**config.mk**
```make
export PLATFORM = sky130hd
export DESIGN_NAME = block_code_codec
export DESIGN_NICKNAME = d
export VERILOG_FILES = /design/src/rtl/block_code_pkg.sv /design/src/rtl/block_code_stage.sv /design/src/rtl/block_code_codec.sv
export SDC_FILE = /design/constraint.sdc
export NUM_CORES = 1
export LEC_CHECK = 0
export ABC_CLOCK_PERIOD_IN_PS = 4800
export CAP_MARGIN = 40
export CELL_PAD_IN_SITES_DETAIL_PLACEMENT = 1
export CELL_PAD_IN_SITES_GLOBAL_PLACEMENT = 2
export CORE_MARGIN = 2
export CORE_UTILIZATION = 28
export DETAILED_ROUTE_END_ITERATION = 12
export GPL_TIMING_DRIVEN = 0
export PLACE_DENSITY = 0.85
export SLEW_MARGIN = 25
export SYNTH_ARGS = -nofsm -noshare
export SYNTH_HDL_FRONTEND = slang
export SYNTH_HIERARCHICAL = 1
export SYNTH_SLANG_ARGS = --single-unit
```
**constraint.sdc**
```tcl
create_clock -name clk -period 4.8 [get_ports clk]
set_clock_uncertainty 0.1 [all_clocks]
set_input_delay 0.96 -clock clk [delete_from_list [all_inputs] [get_ports clk]]
set_output_delay 0.96 -clock clk [all_outputs]
set_load 0.02 [all_outputs]
```
**src/rtl/block_code_pkg.sv**
```systemverilog
// block_code_pkg: code mode constants and the check-half bit function shared by encoder and decoder
package block_code_pkg;
  localparam int MODE_COMPLEMENT = 0;
  localparam int MODE_REPETITION = 1;
  function automatic logic check_bit(logic b, int mode);
    return (mode == MODE_COMPLEMENT) ? ~b : b;
  endfunction
endpackage

```
**src/rtl/block_code_stage.sv**
```systemverilog
// block_code_stage: single-entry valid/ready register slice with full throughput
module block_code_stage #(
  parameter int W = 8
) (
  input  logic         clk,
  input  logic         rst,
  input  logic         in_valid,
  output logic         in_ready,
  input  logic [W-1:0] in_data,
  output logic         out_valid,
  input  logic         out_ready,
  output logic [W-1:0] out_data
);
  logic         valid_q;
  logic [W-1:0] data_q;
  assign in_ready  = !valid_q || out_ready;
  assign out_valid = valid_q;
  assign out_data  = data_q;
  // load a new word whenever the slot is free or being drained this cycle
  always_ff @(posedge clk) begin
    if (rst) begin
      valid_q <= 1'b0;
      data_q  <= '0;
    end else if (in_ready) begin
      valid_q <= in_valid;
      if (in_valid) data_q <= in_data;
    end
  end
endmodule

```
**src/rtl/block_code_codec.sv**
```systemverilog
// block_code_codec: complement/repetition block code encoder and checking decoder with error counter
module block_code_codec
  import block_code_pkg::*;
#(
  parameter int DATA_W = 8,
  parameter int MODE   = 0,
  parameter int CNT_W  = 16
) (
  input  logic                       clk,
  input  logic                       rst,
  input  logic                       enc_in_valid,
  output logic                       enc_in_ready,
  input  logic [DATA_W-1:0]          enc_in_data,
  output logic                       enc_out_valid,
  input  logic                       enc_out_ready,
  output logic [2*DATA_W-1:0]        enc_out_data,
  input  logic                       dec_in_valid,
  output logic                       dec_in_ready,
  input  logic [2*DATA_W-1:0]        dec_in_data,
  output logic                       dec_out_valid,
  input  logic                       dec_out_ready,
  output logic [DATA_W-1:0]          dec_out_data,
  output logic                       dec_out_err,
  output logic [$clog2(DATA_W+1)-1:0] dec_out_err_bits,
  input  logic                       err_cnt_clr,
  output logic [CNT_W-1:0]           err_cnt
);
  localparam int EB_W = $clog2(DATA_W+1);
  logic [DATA_W-1:0]      enc_chk, dec_exp, mm;
  logic [EB_W-1:0]        bits;
  logic [DATA_W+EB_W:0]   dec_q;
  logic [CNT_W-1:0]       err_cnt_q, err_cnt_d;
  for (genvar g = 0; g < DATA_W; g++) begin : g_chk
    assign enc_chk[g] = check_bit(enc_in_data[g], MODE);
    assign dec_exp[g] = check_bit(dec_in_data[DATA_W+g], MODE);
  end
  assign mm = dec_in_data[DATA_W-1:0] ^ dec_exp;
  // popcount of the mismatch vector
  always_comb begin
    bits = '0;
    for (int i = 0; i < DATA_W; i++) bits = bits + EB_W'(mm[i]);
  end
  block_code_stage #(.W(2*DATA_W)) u_enc (
    .clk(clk), .rst(rst),
    .in_valid(enc_in_valid), .in_ready(enc_in_ready), .in_data({enc_in_data, enc_chk}),
    .out_valid(enc_out_valid), .out_ready(enc_out_ready), .out_data(enc_out_data)
  );
  block_code_stage #(.W(DATA_W+EB_W+1)) u_dec (
    .clk(clk), .rst(rst),
    .in_valid(dec_in_valid), .in_ready(dec_in_ready),
    .in_data({dec_in_data[2*DATA_W-1:DATA_W], bits != '0, bits}),
    .out_valid(dec_out_valid), .out_ready(dec_out_ready), .out_data(dec_q)
  );
  assign {dec_out_data, dec_out_err, dec_out_err_bits} = dec_q;
  assign err_cnt = err_cnt_q;
  // count errored words at decoder acceptance; clear beats increment, saturate at all-ones
  always_comb
    err_cnt_d = err_cnt_clr ? '0
              : (dec_in_valid && dec_in_ready && mm != '0 && err_cnt_q != '1) ? err_cnt_q + 1'b1
              : err_cnt_q;
  // error counter register
  always_ff @(posedge clk) begin
    if (rst) err_cnt_q <= '0;
    else     err_cnt_q <= err_cnt_d;
  end
endmodule

```
* After elaboration in Yosys (flattened, before gate mapping)
Cells that the tools add are included. Widths: inputs -> output; s select.
Operators by class: add/subtract/negate cells 8, $mul 0, divide/modulo/power cells 0, magnitude comparators 0, eq/ne operators 1, shift operators 0, mux-type cells 0, bitwise operators 17, reduce and logical (&&, ||, !) cells 12
Operator list (number):
- $add 16x1->16 const B | 1
- $add 4x1->4 | 4
- $ne 16x16->1 const B | 1
- $not 1->1 | 16
- $reduce_bool 8->1 | 1
- $xor 8x8->8 | 1
- $add 3x1->4 | 1
- $reduce_and 2->1 | 2
- $reduce_bool 4->1 | 1
- $add 2x1->3 | 1
- $logic_and 1x1->1 | 3
- $add 1x1->2 | 1
- $logic_not 1->1 | 2
- $logic_or 1x1->1 | 2
- $reduce_or 2->1 | 1
Storage, ports and cells: register bits after elaboration 47, bits in latches 0, bits in writable memories 0, bits in read-only memories 0, input bits 31, output and inout port bits 49, memories kept 0

* Longest topological paths before layout
Gate-level depths: netlist (run 1).
word-level depth 10, mapped depth 14, depth with buffers taken out 14

* Hierarchy
Netlist (run 1), hierarchy kept.
By module, submodules not included:
- block_code_codec | instances 1, cells an instance 141, area each 1181.1 µm², sequential area each 320.3 µm²
- block_code_stage (u_enc) | instances 1, cells an instance 78, area each 795.8 µm², sequential area each 340.3 µm²
- block_code_stage (u_dec) | instances 1, cells an instance 63, area each 630.6 µm², sequential area each 280.3 µm²

* Worst setup path after synthesis (run 1)
Ideal clock, no wire load.
path type input -> register, start in dec_in_data[8], end reg u_dec.data_q[4] (netlist: u_dec/out_data[4]), setup time 0.136 ns, arrival time 4.158 ns, data required time 4.564 ns, path slack 0.405 ns, stages on the path 14, path buffers 0, cells stage by stage xor2_1 > inv_1 > fa_1 > fa_1 > inv_1 > fa_1 > inv_1 > ha_1 > inv_1 > fa_1 > inv_1 > or4_1 > nand3_1 > a21oi_2
On the way: word-level cells in the longest chain between the ends 10
RTL lines:
- from (decl) | line block_code_codec.sv:19 | input logic [2*DATA_W-1:0] dec_in_data,
- $not 1->1 | line block_code_pkg.sv:6 | return (mode == MODE_COMPLEMENT) ? ~b : b;
- $xor 8x8->8 | line block_code_codec.sv:37 | assign mm = dec_in_data[DATA_W-1:0] ^ dec_exp;
- $add 1x1->2 | line block_code_codec.sv:41 | for (int i = 0; i < DATA_W; i++) bits = bits + EB_W'(mm[i]);
- $add 2x1->3 | line block_code_codec.sv:41
- $add 3x1->4 | line block_code_codec.sv:41
- $add 4x1->4 (4 in series) | line block_code_codec.sv:41
- named net bits[1] | line block_code_codec.sv:30 | logic [EB_W-1:0] bits;
- $reduce_bool 4->1 | line block_code_codec.sv:51 | .in_data({dec_in_data[2*DATA_W-1:DATA_W], bits != '0, bits}),
- to (signal assigned) | line block_code_stage.sv:26 | if (in_valid) data_q <= in_data;
- to (decl) | line block_code_stage.sv:15 | logic [W-1:0] data_q;
The timed path passes the listed nets, and every way through them passes these cells. A chain may end at the register's enable or synchronous reset.

* Final worst setup path (run 1)
start in dec_in_data[9], end reg u_dec.data_q[4] (netlist: u_dec/out_data[4])
Same word-level chain as after synthesis.

==> results of run 1 <==
==> worst reg2reg max path, delay by kind of cell, from the launching register on <==
| family | cells | cell delay, ns |
|---|---|---|
| AOI/OAI and AO/OA | 1 | 0.13 |
| DFF | 1 | 0.36 |
| and+or+nand+nor | 4 | 1.06 |
| buffers and inverters | 2 | 0.25 |
| adders and majority gates | 1 | 0.25 |
==> placed cells by master (no fill, tap or decap), types with 7 or more instances in the layout <==
cell             instances
a21oi_2                 17
clkdlybuf4s50_1         76
nand3_1                 33
inv_1                   18
a21bo_2                 12
buf_6                    7
or3_1                    8
a21bo_1                 17
buf_2                    8
nand4_1                  7
nand2_1                  9
dfxtp_1                 47
a21oi_1                 26
==> per-layer routing <==
metal  share of wire, %  track usage (%)  up-vias
met3                5.4             3.68        7
li1                   -                -     1176
met1                 44             18.0     1137
met4               0.99             3.90        0
met2                 49             26.8       53
met5                  0                0        -
==> worst paths after layout <==
| path | end | startpoint | slack [ns] |
|---|---|---|---|
| max reg2reg | err_cnt[11]$_SDFFE_PP0P_ | err_cnt[0]$_SDFFE_PP0P_ | 2.57 |
| min reg2reg | err_cnt[8]$_SDFFE_PP0P_ | err_cnt[8]$_SDFFE_PP0P_ | 0.43 |
| max | u_dec/out_data[4]$_SDFFE_PP0P_ | dec_in_data[9] | 0.18 |
| min | err_cnt[8]$_SDFFE_PP0P_ | err_cnt[8]$_SDFFE_PP0P_ | 0.43 |
==> per-stage QoR <==
step / cell area (um2) / TNS [ns] / util, % / std cells / total power [uW]
6_report: 3640 / 0 / 39.8 / 479 / 969
5_1_grt: 3640 / 0 / 39.8 / 479 / 1030
4_1_cts: 3610 / 0 / 39.4 / 479 / 979
3_5_place_dp: 3530 / -0.316 / 38.5 / 471 / 736
3_3_place_gp: 3530 / -0.270 / 38.5 / 471 / 728
2_1_floorplan: 2610 / 0 / - / 282 / 618
==> power by group <==
group          switching (uW)  leakage, uW  internal (uW)  total [uW]
clock network             139    0.0000422            103         242
logic                     154     0.000941            148         302
registers                11.4     0.000384            413         425
total                     305      0.00137            664         969
==> sequential cells by signal (all words and copies together) (netlist names) <==
name,count
err_cnt,16
u_enc/out_data,16
u_dec/out_valid,1
u_dec/out_data,13
u_enc/out_valid,1
==> cells by family after synthesis <==
| group | synth area share, % |
|---|---|
| AOI/OAI and AO/OA | 27.2 |
| xor gates and xnor gates | 3.02 |
| adders and majority gates | 5.47 |
| buffers and inverters | 8.78 |
| DFF | 36.1 |
| muxes | 0.768 |
| and+or+nand+nor | 18.7 |
==> cells in the mapped netlist, drive strengths merged, types with 2 or more instances <==
library cell,n
inv,18
nand2,9
o21ai,9
mux2i,2
and3,2
or3,8
o211ai,3
and4,4
nand3,34
fa,4
a21bo,29
a21oi,43
buf,19
xor2,3
or4,5
ha,5
nand2b,2
clkbuf,4
nor2,5
nor2b,2
xnor2,6
nand4,7
o31ai,3
dfxtp,47
==> area by class of cell <==
cell class / count / area [um2] / share of cell area (%)
multi-input cells: 194 / 1470 / 40.2
flip-flops and latches: 47 / 941 / 25.8
repair buffers: 78 / 786 / 21.6
plain buffers: 23 / 161 / 4.43
well taps: 111 / 139 / 3.81
clock buffers: 7 / 76.3 / 2.10
inverters: 18 / 67.6 / 1.86
clock inverters: 1 / 5.00 / 0.137
==> metrics.cfg, run 1 <==
[setup_path]
path_delay_family=adder cells
r2r_cells=8
cp_num_buf_inv=5
cp.depth=14
arrival_ns=4.69
crit_required_ns=4.87
critPathMaxStageDelay_ns=0.56
critical-path-slowest-cell=fa_1
path_cells=clkdlybuf4s50_1 > xnor2_2 > fa_1 > fa_1 > inv_1 > fa_1 > inv_1 > ha_1 > inv_1 > fa_1 > inv_1 > or4_1 > nand3_2 > a21oi_2
crit_fanout=2
cp-start-kind=input port
setup.worst_path.end_class=register
path_class=in -> reg

[placement]
place_worst_setup_slack_ns=-0.316
port_buffers=78
dpl.hpwl_um=5560
gp_congestion=0.748

[sta]
rsz0062_at_grt=false
tightestPinTransition_ns=0.627
relSlewSlack_pct=58.2
fmax_mhz=216
final.min_clock_period_ns=4.62
fin_crit_sh_pct=96.3
hold_viol_final=0
slew_violations=0
holdWs_ns=0.430
setup_ws_ns=0.177
setup_violations=0

[global_routing]
grt.total_usage_pct=15.0
grt_pass1_vias=2474
grt_start_max_net_pins=14
grt_overflow=0
grt_pass1_wl_um=12100
antenna_found_initial=0

[synthesis]
synth_top_area_share_pct=36.1
syn_nets=322
ys_types=42
yosysTopAreaCell=dfxtp_1
post_synth.cell_area_avg_um2=9.25
ys.flop_type=dfxtp_1
synthArstFlopShare_pct=0
synthCells=282
yosys_warnings=6
synth_edf_count=0
yosys_register_bits=47
ys_seq_area_share_pct=36.1
post_synth_instance_area_um2=2610
synth_area_leaders=dfxtp_1 36%, a21bo_1 6.5%, nand3_1 6.5%

[floorplanning]
die_h_um=101
core_um2=9150
row_count=35
start_util_pct=28.5
boundaryPins=80
die_x_um=101
fp.dieArea_um2=10100

[clock_tree]
post-cts-setup-buffers=0
cts_sinks=47
cts_made_buffers=5
htree_levels=2
cts_root_buf=clkbuf_8
cts_resized=0
ctsHoldBuffers=0
cts_tree=done
clockBufferDepth=2
clkSlewWorstSetupHoldPaths_ns=0.09
clk_latency_ns=0.30

[route]
ant_nets=0
avgRoutedWirePerCell_um=15.6
routed_wl_um=7460
post-route-drc-count=0
dr.pass1.iters=4
drt_iter0_markers=42
drt-vias-per-instance=4.95
vias=2373

[hold_path]
min_path_type=reg -> reg
whs_path_depth=2

[cells_and_area]
nets=407
area_growth_pct=39.6
diodes=0
drive_gt1_share_pct=17.4
fillers=1062

[power_and_ir_drop]
irDropWorstVdd_uv=95.8
p_leak_uw=0.00137
powerDensity_nw_per_um2=266

[flow_run]
cap_violations=0

[outcome]
status=finished, final reports clean

(Power assumes the default switching activity.)
==> inputs of run 2 (changes only) <==
Settings changed: CTS_CLUSTER_DIAMETER from default to 80.
==> results of run 2 <==
Same layout as run 1: the final DEF is identical, and so are final timing and power.
